$ cat src/rtl/approx_err_monitor.sv
// Accuracy monitor for the approximate adder family: counts erring samples,
// accumulates and tracks the maximum error distance, reports mean ED at end of run.
// Latency: accumulators update 2 cycles after accept; done rises 3 cycles after the last accept.
// Backpressure: in_ready high only while running; drops the cycle after the N-th accept.
// Optional APPROX_ERR_BIAS_EN adds the signed error accumulator bias_acc and mean_bias.
module approx_err_monitor #(
   parameter int WIDTH  = 16,
   parameter int LOG2_N = 10,
   parameter int ACC_W  = WIDTH + 1 + LOG2_N
) (
   input  logic                   clk,
   input  logic                   rst,
   input  logic                   start,
   input  logic                   in_valid,
   output logic                   in_ready,
   input  logic [WIDTH-1:0]       a,
   input  logic [WIDTH-1:0]       b,
   input  logic [WIDTH:0]         s_approx,
   output logic                   busy,
   output logic                   done,
   output logic [LOG2_N:0]        err_count,
   output logic [ACC_W-1:0]       sum_ed,
   output logic [WIDTH:0]         max_ed,
   output logic [WIDTH:0]         mean_ed
`ifdef APPROX_ERR_BIAS_EN
   ,
   output logic signed [ACC_W:0]  bias_acc,
   output logic signed [WIDTH+1:0] mean_bias
`endif
);

   typedef enum logic [1:0] {IDLE, RUN, DRAIN, DONE} state_t;

   localparam logic [LOG2_N:0] LAST = (LOG2_N+1)'((2**LOG2_N) - 1);

   state_t                state, state_nxt;
   logic [LOG2_N:0]       cnt;
   logic                  accept, clear, enter_done;
   logic                  s1_vld, s2_vld;
   logic [WIDTH:0]        s1_exact, s1_sapx;
   logic [WIDTH:0]        s2_ed;
   logic signed [WIDTH+1:0] diff;
   logic [WIDTH:0]        ed_c;
`ifdef APPROX_ERR_BIAS_EN
   logic signed [WIDTH+1:0] s2_diff;
`endif

   assign accept = in_valid & in_ready;

   // State register.
   always_ff @(posedge clk or posedge rst) begin
      if (rst) state <= IDLE;
      else     state <= state_nxt;
   end

   // Next-state and handshake/status outputs.
   always_comb begin
      state_nxt  = state;
      in_ready   = 1'b0;
      busy       = 1'b0;
      done       = 1'b0;
      clear      = 1'b0;
      enter_done = 1'b0;
      case (state)
         IDLE: begin
            if (start) begin
               clear     = 1'b1;
               state_nxt = RUN;
            end
         end
         RUN: begin
            in_ready = 1'b1;
            busy     = 1'b1;
            if (in_valid && cnt == LAST) state_nxt = DRAIN;
         end
         DRAIN: begin
            busy = 1'b1;
            if (!s1_vld && !s2_vld) begin
               enter_done = 1'b1;
               state_nxt  = DONE;
            end
         end
         DONE: begin
            done = 1'b1;
            if (start) begin
               clear     = 1'b1;
               state_nxt = RUN;
            end
         end
         default: state_nxt = IDLE;
      endcase
   end

   // Accepted-sample counter; restarts with each run.
   always_ff @(posedge clk or posedge rst) begin
      if (rst)         cnt <= '0;
      else if (clear)  cnt <= '0;
      else if (accept) cnt <= cnt + 1'b1;
   end

   // Error distance from the stage-1 registers; the difference of two
   // WIDTH+1-bit unsigned values always has a magnitude that fits WIDTH+1 bits.
   always_comb begin
      diff = $signed({1'b0, s1_sapx}) - $signed({1'b0, s1_exact});
      ed_c = diff[WIDTH:0];
      if (diff[WIDTH+1]) ed_c = (WIDTH+1)'(-diff);
   end

   // Two pipeline stages: exact sum capture, then error distance.
   always_ff @(posedge clk or posedge rst) begin
      if (rst) begin
         s1_vld   <= 1'b0;
         s2_vld   <= 1'b0;
         s1_exact <= '0;
         s1_sapx  <= '0;
         s2_ed    <= '0;
`ifdef APPROX_ERR_BIAS_EN
         s2_diff  <= '0;
`endif
      end else begin
         s1_vld <= accept;
         s2_vld <= s1_vld;
         if (accept) begin
            s1_exact <= {1'b0, a} + {1'b0, b};
            s1_sapx  <= s_approx;
         end
         if (s1_vld) begin
            s2_ed   <= ed_c;
`ifdef APPROX_ERR_BIAS_EN
            s2_diff <= diff;
`endif
         end
      end
   end

   // Run accumulators; the means are captured on the step into DONE.
   always_ff @(posedge clk or posedge rst) begin
      if (rst) begin
         err_count <= '0;
         sum_ed    <= '0;
         max_ed    <= '0;
         mean_ed   <= '0;
`ifdef APPROX_ERR_BIAS_EN
         bias_acc  <= '0;
         mean_bias <= '0;
`endif
      end else if (clear) begin
         err_count <= '0;
         sum_ed    <= '0;
         max_ed    <= '0;
         mean_ed   <= '0;
`ifdef APPROX_ERR_BIAS_EN
         bias_acc  <= '0;
         mean_bias <= '0;
`endif
      end else begin
         if (s2_vld) begin
            sum_ed    <= sum_ed + ACC_W'(s2_ed);
            err_count <= err_count + (LOG2_N+1)'(s2_ed != '0);
            if (s2_ed > max_ed) max_ed <= s2_ed;
`ifdef APPROX_ERR_BIAS_EN
            bias_acc  <= bias_acc + (ACC_W+1)'(s2_diff);
`endif
         end
         if (enter_done) begin
            mean_ed   <= (WIDTH+1)'(sum_ed >> LOG2_N);
`ifdef APPROX_ERR_BIAS_EN
            mean_bias <= (WIDTH+2)'(bias_acc >>> LOG2_N);
`endif
         end
      end
   end

endmodule

$ cat config.mk
export PLATFORM = sky130hd
export DESIGN_NAME = approx_err_monitor
export DESIGN_NICKNAME = d
export VERILOG_FILES = /design/src/rtl/approx_err_monitor.sv
export SDC_FILE = /design/constraint.sdc
export NUM_CORES = 1
export LEC_CHECK = 0
export CAP_MARGIN = 0
export CORE_MARGIN = 1.5
export CORE_UTILIZATION = 27
export DETAILED_ROUTE_END_ITERATION = 12
export PLACE_DENSITY_LB_ADDON = 0.2
export RECOVER_POWER = 50
export SETUP_SLACK_MARGIN = 0.02
export SYNTH_ARGS = -nofsm -noshare
export SYNTH_HDL_FRONTEND = slang
export SYNTH_SLANG_ARGS = --single-unit
$ cat constraint.sdc
create_clock -name clk -period 6.4 [get_ports clk]
set_input_delay 1.6 -clock clk [delete_from_list [all_inputs] [get_ports clk]]
set_output_delay 1.6 -clock clk [all_outputs]
set_load 0.01 [all_outputs]
==> impl_results.md <==
- Final period util: approximately 70%
- Vias: 7385
- Sw Share: between 40% and 50%
- H-tree depth: 4
- Final RePlAce weighted congestion: between 0.7 and 0.8
- Top routing layer used: met4
- Chip width: ~180 microns
- Synth Register Bits: 138
- R2r worst-path depth: 6
- Initial core utilization: 27.5%
- Ports: roughly 130
- Hold buffer count at CTS: 0
- Max-slew violations: 33
- Sw power: around 2.6 mW
- Clock Path Buffers: 2
- Sink Count: approximately 140
- CP most frequent cell: nor2_1
- Worst Setup End Kind: flop
- Leakage: a little over 5 nW
- Max_slew headroom: -50.3%
- Synth top cells by count: nand2_1, dfrtp_1, nor2_1
- Gate power share: between 50% and 60%
- Register area share after synthesis: a little under 40%
- Status: complete, but fails checks
- WL met1: around 11000 microns
- FF-to-FF setup slack: ~2.9 ns
- Vias in the first global route: slightly above 7000
- DR WL met2: 9570 microns
- Worst hold slack: 0.481 ns
- Crit path max-delay family: simple AND/OR/NAND/NOR gates
- Clock latency on the worst-skew pair: 0.43 ns
- Worst hold stages: 2
- Worst path max stage delay: roughly 1.7 ns
- Synth Cell Area: 8930 sq um
- Register share of total power: roughly a quarter
- Syn avg cell area: ~8.9 sq um
- DRT antenna net count: 0
- CORE AREA: ~33000 sq um
- Final WL: about 21000 microns
- Tightest Hold Check Type: flop to flop
- Hold path endpoint: s1_sapx[16]
- Die ar.: about 34000 sq um
- Tot GR Track Use: a little over an eighth
- Crit path buf inv count: 3
- P&R area growth vs syn: 26.7%
- RSZ-0062 raised after global routing: false
- Clk Tree Root Cell: clkbuf_16
- Synth async-reset ratio: between 90% and 100%
- Failing checks: capacitance limit, slew limit
- Crit Path Category: input port to flop
- Post-synth EDFFs: 0
- Worst Hold Launch: s1_sapx[16]
- Fin nets: about 1300
- Largest net degree at the start of global routing: 95
- # DRC: 0
- Share of layout cells above drive strength 1: 5.80%
- PwrDens: approximately 510 nW/um^2
- Number of synthesis warnings: 0
- Setup TNS: 0 ns
- CP Data Required Time: 6.69 ns
- Synth top area share: between 30% and 40%
- Final hold violations: 0
- Worst flop-to-flop path endpoint: sum_ed[4]
- Tot Pwr: between 5 and 6 mW
- Hpwl dp: between 15000 and 20000 microns
- Max Fclk: about 0.23 GHz
- P_int: 3.15 mW
- Synth area leader: dfrtp_1
- Finished Core Util: 34.8%
- Post-route design area: approximately 11000 sq um
- Yosys cell types: 80
- Clock skew: 0.0201 ns
- Crit path launch type: input port
- Die Span Y: about 180 microns
- Worst r2r src: state[0]
- Max_cap viols: 1
- Least-Margin Pin Slew: 2.25 ns
- Initial antenna violation count: 1
- Post-Syn Nets: approximately 1100
- Clock group share of total power: between 10% and 20%
- Top cells by area, synth: dfrtp_1, ha_1, nand2_1, a21oi_1, mux2i_1
- Met3 Wirelength: 918 microns
- Count of final setup violators: 0
- CTS tree: done
- Drt first pass iters: 4
- WP depth: 5
- Max FO, Critical Path: 52
- Postcts setup bufs: 0
- Post-cts resize count: 0
- Peak VDD IR: between 0.2 and 0.25 mV
- Routed length per placed instance: between 10 and 15 microns
- Fill count: ~3400
- Core Rows: 66
- First-pass GRT wire length: approximately 36000 microns
- PortBufs: ~130
- Critical-path cell list: dlygate4sd3_1 -> inv_1 -> nor2_1 -> buf_4 -> nor2_1
- Placed Area: about 11000 sq um
- Starting DRT DRC Count: ~370
- Cell with the most instances after synthesis: nand2_1
- Cells after Synth: about 1000
- TritonCTS buffer count: 17
- Slowest-stage cell, CP: nor2_1
- GRT overflow: 0
- Period minus WS final: around 4.4 ns
- Synth Flop Type: dfrtp_1
- Clk slew on worst S/H paths: about 0.07 ns
- Via/cell ratio: between 4 and 5
- Worst Path Arrival: 4.72 ns
-- metal layers --
metal	GRT usage, %	vias up
met5	0	-
li1	-	3805
met4	3.61	0
met1	17.8	3426
met3	2.48	8
met2	21.1	146
-- per-stage QoR --
step                instances  worst slack, ns
finish                   1581             1.97
global route             1581             1.58
CTS                      1580             2.53
detailed placement       1548             2.08
global placement         1548             2.08
floorplan                1004             1.10
-- cells in the final DEF (no fill, tap or decap), types with 5 or more instances in the layout --
master | synthesis | routed
nand2b_1 | 7 | 7
nor4_1 | 5 | 5
a31oi_1 | 11 | 11
a21oi_1 | 71 | 71
clkbuf_16 | 0 | 17
xnor2_1 | 22 | 22
o211ai_1 | 9 | 9
nand3_1 | 34 | 34
mux2i_1 | 32 | 32
or3_1 | 24 | 24
dlygate4sd3_1 | 0 | 30
a211oi_1 | 10 | 10
inv_8 | 0 | 5
dfrtp_1 | 138 | 138
inv_1 | 60 | 59
and3_1 | 9 | 9
nand2_1 | 145 | 145
clkdlybuf4s50_1 | 0 | 97
nand3b_1 | 11 | 11
xor2_1 | 30 | 30
nor2_1 | 82 | 82
buf_4 | 0 | 5
ha_1 | 76 | 76
clkinv_8 | 0 | 5
a21o_1 | 17 | 17
and2_1 | 9 | 9
nand4_1 | 12 | 12
nor3_1 | 8 | 8
nor2b_1 | 6 | 6
o21ai_0 | 56 | 56
-- cell type report --
class                           count  area [sq um]  area share (%)
Inverter                           63           241            2.13
Timing Repair Buffer              134          1320            11.6
Clock buffer                       17           425            3.76
Clock inverter                     15           203            1.79
Multi-Input combinational cell    771          5130            45.3
Sequential cell                   138          3450            30.5
Antenna cell                        1          2.50          0.0221
Tap cell                          442           553            4.88
-- worst max path at each step --
stage	startpoint	to	slack, ns
2_1_floorplan	rst	cnt[0]	1.10
3_3_place_gp	a[0]	s1_exact[16]	2.08
3_5_place_dp	a[1]	s1_exact[15]	2.08
4_1_cts	a[1]	s1_exact[15]	2.53
5_1_grt	start	sum_ed[16]	1.58
6_report	start	sum_ed[4]	1.97
-- power groups by stage --
stage,Sequential (mW),Combinational (mW),Clock (mW)
floorplan,1.35,2.55,0
global placement,1.40,3.36,0
detailed placement,1.41,3.39,0
CTS,1.39,3.41,1.07
global route,1.43,3.81,1.10
finish,1.38,3.35,1.03
-- kinds of logic (layout without fill, tap and decap cells) --
logic type               count (synthesis)  in the layout  synth area share (%)
AO/OA/AOI/OAI                          230            230                  16.7
other                                    0              1                     0
XOR/XNOR                                53             53                  5.28
multiplexers                            36             36                  4.09
AND/OR/NAND/NOR                        373            373                  20.0
adder cells (fa/ha/maj)                 79             79                  11.3
buffers and inverters                   95            229                  4.02
flip-flops                             138            138                  38.7
-- state kept, by name, indices dropped and copies added, names as in the netlist --
signal,cells
s1_vld,1
state,2
sum_ed,27
s2_ed,17
mean_ed,17
err_count,11
max_ed,17
s2_vld,1
s1_exact,17
cnt,11
s1_sapx,17
-- worst min-delay path, stage by stage, from the launching register on --
cell and delay [ns]:
dfrtp_1 0.35, nand2_1 0.05, nand2_1 0.05
No activity file was read; power rests on OpenSTA's default activity.
